**src/rtl/lcd_pkg.sv**
```systemverilog
// Shared types and default constants for the LCD test-pattern scheduler.
// State encoding and frame-count defaults used by frame-synchronous blocks.
package lcd_pkg;

  typedef enum logic [1:0] {
    PWRUP,
    AUTO,
    MANUAL
  } state_t;

  localparam int DEF_NUM_PATTERNS       = 8;
  localparam int DEF_FRAMES_PER_PATTERN = 60;
  localparam int DEF_BL_DELAY_FRAMES    = 4;

endpackage

```
**src/rtl/lcd_vs_edge.sv**
```systemverilog
// Vertical-sync edge detector producing a one-cycle registered frame tick.
// Same clock domain as the timing generator, so no synchronizer stage.
module lcd_vs_edge #(
  parameter bit VS_POL = 1'b0
) (
  input  logic clk,
  input  logic rst,
  input  logic lcd_vsync,
  output logic frame_tick
);

  logic vs_d;
  logic armed;
  logic act;
  logic vs_rise;

  assign act = (lcd_vsync == VS_POL);

  // armed blocks a tick from a vsync that was already active at reset exit
  assign vs_rise = act && (vs_d != VS_POL) && armed;

  always_ff @(posedge clk) begin
    if (rst) begin
      vs_d       <= ~VS_POL;
      armed      <= 1'b0;
      frame_tick <= 1'b0;
    end else begin
      vs_d       <= lcd_vsync;
      armed      <= armed | ~act;
      frame_tick <= vs_rise;
    end
  end

endmodule

```
**src/rtl/lcd_pattern_sched.sv**
```systemverilog
// Frame-synchronous test-pattern scheduler with backlight power-up delay.
// Pattern changes are applied only on frame ticks, never mid-frame.
module lcd_pattern_sched
  import lcd_pkg::*;
#(
  parameter int NUM_PATTERNS       = DEF_NUM_PATTERNS,
  parameter int PAT_W              = 3,
  parameter int FRAMES_PER_PATTERN = DEF_FRAMES_PER_PATTERN,
  parameter int BL_DELAY_FRAMES    = DEF_BL_DELAY_FRAMES,
  parameter int CNT_W              = 8,
  parameter bit VS_POL             = 1'b0
) (
  input  logic             clk,
  input  logic             rst,
  input  logic             lcd_vsync,
  input  logic             auto_en,
  input  logic             btn_next,
  output logic [PAT_W-1:0] pattern_sel,
  output logic             pattern_chg,
  output logic             lcd_bl,
  output logic             frame_tick,
  output logic             busy_pwrup
);

  localparam logic [CNT_W-1:0] BL_LAST  = CNT_W'(BL_DELAY_FRAMES - 1);
  localparam logic [CNT_W-1:0] FPP_LAST = CNT_W'(FRAMES_PER_PATTERN - 1);
  localparam logic [PAT_W-1:0] PAT_LAST = PAT_W'(NUM_PATTERNS - 1);

  state_t           state, state_n;
  logic [CNT_W-1:0] cnt, cnt_n;
  logic [PAT_W-1:0] pat, pat_n;
  logic             pend, pend_n;
  logic             bl, bl_n;
  logic             chg;
  logic             tick;

  lcd_vs_edge #(
    .VS_POL(VS_POL)
  ) u_vs_edge (
    .clk       (clk),
    .rst       (rst),
    .lcd_vsync (lcd_vsync),
    .frame_tick(tick)
  );

  always_ff @(posedge clk) begin
    if (rst) begin
      state <= PWRUP;
      cnt   <= '0;
      pat   <= '0;
      pend  <= 1'b0;
      bl    <= 1'b0;
    end else begin
      state <= state_n;
      cnt   <= cnt_n;
      pat   <= pat_n;
      pend  <= pend_n;
      bl    <= bl_n;
    end
  end

  always_comb begin
    state_n = state;
    cnt_n   = cnt;
    pat_n   = pat;
    pend_n  = pend;
    bl_n    = bl;
    chg     = 1'b0;
    unique case (state)
      PWRUP: begin
        if (tick) begin
          if (cnt == BL_LAST) begin
            bl_n    = 1'b1;
            cnt_n   = '0;
            state_n = auto_en ? AUTO : MANUAL;
          end else begin
            cnt_n = cnt + 1'b1;
          end
        end
      end
      AUTO: begin
        if (tick) begin
          if (pend || cnt == FPP_LAST) begin
            pat_n  = (pat == PAT_LAST) ? '0 : pat + 1'b1;
            cnt_n  = '0;
            pend_n = 1'b0;
            chg    = 1'b1;
          end else begin
            cnt_n = cnt + 1'b1;
          end
        end
        // a press on the tick cycle is left for the following tick
        if (btn_next) pend_n = 1'b1;
        if (!auto_en) begin
          state_n = MANUAL;
          cnt_n   = '0;
        end
      end
      MANUAL: begin
        cnt_n = '0;
        if (tick && pend) begin
          pat_n  = (pat == PAT_LAST) ? '0 : pat + 1'b1;
          pend_n = 1'b0;
          chg    = 1'b1;
        end
        if (btn_next) pend_n = 1'b1;
        if (auto_en) state_n = AUTO;
      end
      default: state_n = PWRUP;
    endcase
  end

  assign pattern_sel = pat;
  assign pattern_chg = chg;
  assign lcd_bl      = bl;
  assign frame_tick  = tick;
  assign busy_pwrup  = (state == PWRUP);

endmodule

```
**config.mk**
```make
export PLATFORM = sky130hd
export DESIGN_NAME = lcd_pattern_sched
export DESIGN_NICKNAME = d
export VERILOG_FILES = /design/src/rtl/lcd_pkg.sv /design/src/rtl/lcd_vs_edge.sv /design/src/rtl/lcd_pattern_sched.sv
export SDC_FILE = /design/constraint.sdc
export NUM_CORES = 1
export LEC_CHECK = 0
export ABC_AREA = 1
export BUFFER_PORTS_ARGS = -buffer_cell sky130_fd_sc_hd__buf_4
export CORE_MARGIN = 5
export CORE_UTILIZATION = 40
export CTS_BUF_LIST = sky130_fd_sc_hd__clkbuf_4
export CTS_CLUSTER_DIAMETER = 100
export DETAILED_ROUTE_END_ITERATION = 10
export PLACE_DENSITY_LB_ADDON = 0.05
export SYNTH_ARGS = -nofsm -noshare
export SYNTH_HDL_FRONTEND = slang
export SYNTH_SLANG_ARGS = --single-unit
export TNS_END_PERCENT = 30
```
**constraint.sdc**
```tcl
create_clock -name clk -period 1.8 [get_ports clk]
set_input_delay 0.27 -clock clk [delete_from_list [all_inputs] [get_ports clk]]
set_output_delay 0.27 -clock clk [all_outputs]
set_load 0.01 [all_outputs]
```
==> reports/metrics.cfg <==
[routing]
drtPass1Iterations=4
viasPerCell=4.78
antenna_left=0
drt_iter0_drc=33
route.detailed.drc=0
wl_um=2170
wire_per_inst_um=11.0
dr_total_vias=946

[sta]
finalWorstSetupSlack_ns=0.0526
finalCriticalPeriod_ns=1.75
final.period_utilization=0.971
finalSetupViolCount=0
worst_pin_slew_ns=0.382
timing.final.max_slew_violations=0
slew_headroom=0.744
finalHoldViolations=0
timing.hold.ws_ns=0.178
skew_ns=0.00511
fmax_mhz=572

[global_route]
grt_pass1_vias=880
use_met1=0.193
grtUsageMet2=0.204
grt_remaining_overflow=0
grt_antenna_before_repair=0
grt_max_degree=12
grt_usage=0.137
busiest_layer=met2
grt_pass1_wl_um=3840
use_met3=0.0440

[synth]
synth_compound_area_frac=0.118
synth_nets=166
synth_top_area_cell=dfxtp_1
yosys-top-cells-area=dfxtp_1, nand2_1, ha_1, inv_1, a21oi_1
netlist_area_um2=1050
synth_fa_ha_area_frac=0.0834
syn_inst=154
synth-xor-area-share=0.0167
synth_seq_cells=18
synth.avg_cell_area_um2=6.82
synth_seq_area_share=0.343
synth_top_family_by_area=simple AND/OR/NAND/NOR gates
synthSimpleGateAreaFrac=0.349
synthMuxAreaShare=0
ys_warn_count=0
yosys.area.top_type_share=0.343
ys_types=24

[min_path]
hp-class=in2reg

[die]
num_rows=18
dieArea_um2=3750
core_um2=2500
boundaryPins=12
die_w_um=61.2
die_y_um=61.2
initial_utilization=0.420

[critical_path]
reg2reg_slack_ns=0.30
start_kind=flop
path_max_fanout=5
crit_required_ns=1.53
arrival_ns=1.48
cp-end-kind=output pin
crit_type=reg2out

[clock_network]
clkLatencyLatePin_ns=0.29
cts_root_buf=clkbuf_4
cts_made_buffers=3
cts_max_level=1
clock_path_buffers=2
clock-sinks=18
postCtsSetupBuffers=0
clkSlewWorstSetupHoldPaths_ns=0.10
cts_tree=done

[pwr]
p_leak_nw=0.533
powerDensity_nw_per_um2=514
worst_ir_drop_vdd_mv=0.487
finalPower_mw=0.643

[placed_design]
post-place-ws_ns=0.191
hpwlAfterDp_um=1670
port_buffers=11
dpl_cell_area_um2=1170
routabilityCongestion=0.894

[layout]
area_growth_pct=19.2
layout-drive-gt1-share=0.220
final_cell_mix=nand2_1, inv_1, nor2_1
diodes=0
final_common_cell=nand2_1
nets=181
stdcell_area_um2=1250

[flow_run]
cap_violations=0

[run_status]
run_status=complete, no violations

## registers in the layout (all words and copies together), names as in the netlist
signal,flops
pattern_sel,3
u_vs_edge.vs_d,1
lcd_bl,1
pend,1
u_vs_edge.armed,1
state,2
cnt,8
u_vs_edge.frame_tick,1
## cell type report
cell class,instances,area [um^2]
Fill cell,258,1250
Multi-Input combinational cell,111,648
Sequential cell,18,367
Inverter,24,90.1
Tap cell,30,37.5
Clock buffer,3,22.5
Clock inverter,1,3.75
Timing Repair Buffer,11,82.6
## worst paths after layout
path	start	end	cells past startpoint
setup / recovery	state[0]$_SDFFE_PP0P_	pattern_chg	5
hold / removal	lcd_vsync	u_vs_edge.vs_d$_SDFF_PP1_	3
setup reg to reg	state[0]$_SDFFE_PP0P_	state[0]$_SDFFE_PP0P_	7
hold reg to reg	u_vs_edge.vs_d$_SDFF_PP1_	u_vs_edge.frame_tick$_SDFF_PP0_	2
## stage by stage
| stage | util | instances | TNS [ns] |
|---|---|---|---|
| 5_1_grt | 0.501 | 198 | -0.00850 |
| 6_report | 0.501 | 198 | 0 |
| 4_1_cts | 0.478 | 198 | 0 |
| 3_3_place_gp | 0.466 | 194 | 0 |
| 3_5_place_dp | 0.466 | 194 | 0 |
| 2_1_floorplan | - | 154 | 0 |
## cell families (layout without fill, tap and decap cells)
| family | after synthesis | count (layout) |
|---|---|---|
| AO/OA/AOI/OAI | 21 | 21 |
| XOR/XNOR | 2 | 2 |
| adder cells (fa/ha/maj) | 7 | 7 |
| buffers and inverters | 25 | 39 |
| flip-flops | 18 | 18 |
| AND/OR/NAND/NOR | 81 | 81 |
## where the power goes
| group | switching (mW) | internal (mW) | leakage [nW] |
|---|---|---|---|
| clock network | 0.124 | 0.0808 | 0.0154 |
| logic | 0.0204 | 0.0136 | 0.370 |
| registers | 0.00342 | 0.401 | 0.148 |
| total | 0.148 | 0.495 | 0.533 |
## per-layer routing
metal	share of wire	wire (um)
met5	0	0
met4	0.0078	17
met3	0.043	93
met2	0.41	899
met1	0.53	1160
## Yosys cell counts (all sizes together)
| master | n |
|---|---|
| a211oi | 1 |
| a21oi | 15 |
| a31o | 1 |
| a31oi | 1 |
| clkbuf | 1 |
| dfxtp | 18 |
| ha | 7 |
| inv | 24 |
| nand2 | 42 |
| nand3 | 13 |
| nand4 | 3 |
| nor2 | 22 |
| nor3 | 1 |
| o2111ai | 1 |
| o21ai | 2 |
| xnor2 | 1 |
| xor2 | 1 |
## critical path: stages (launching register included)
cell and delay, ns:
dfxtp_2 0.41, inv_2 0.09, ha_4 0.28, o2111ai_1 0.11, a21oi_1 0.15, buf_4 0.14
## what timing repair did
action / 4_1_cts / 5_1_grt
endpoints found under the setup margin: 1 / 1
pin swaps: 0 / 0
gates resized for setup: 2 / 12
hold buffers: 0 / 0
Power figures use the tool's default switching activity.
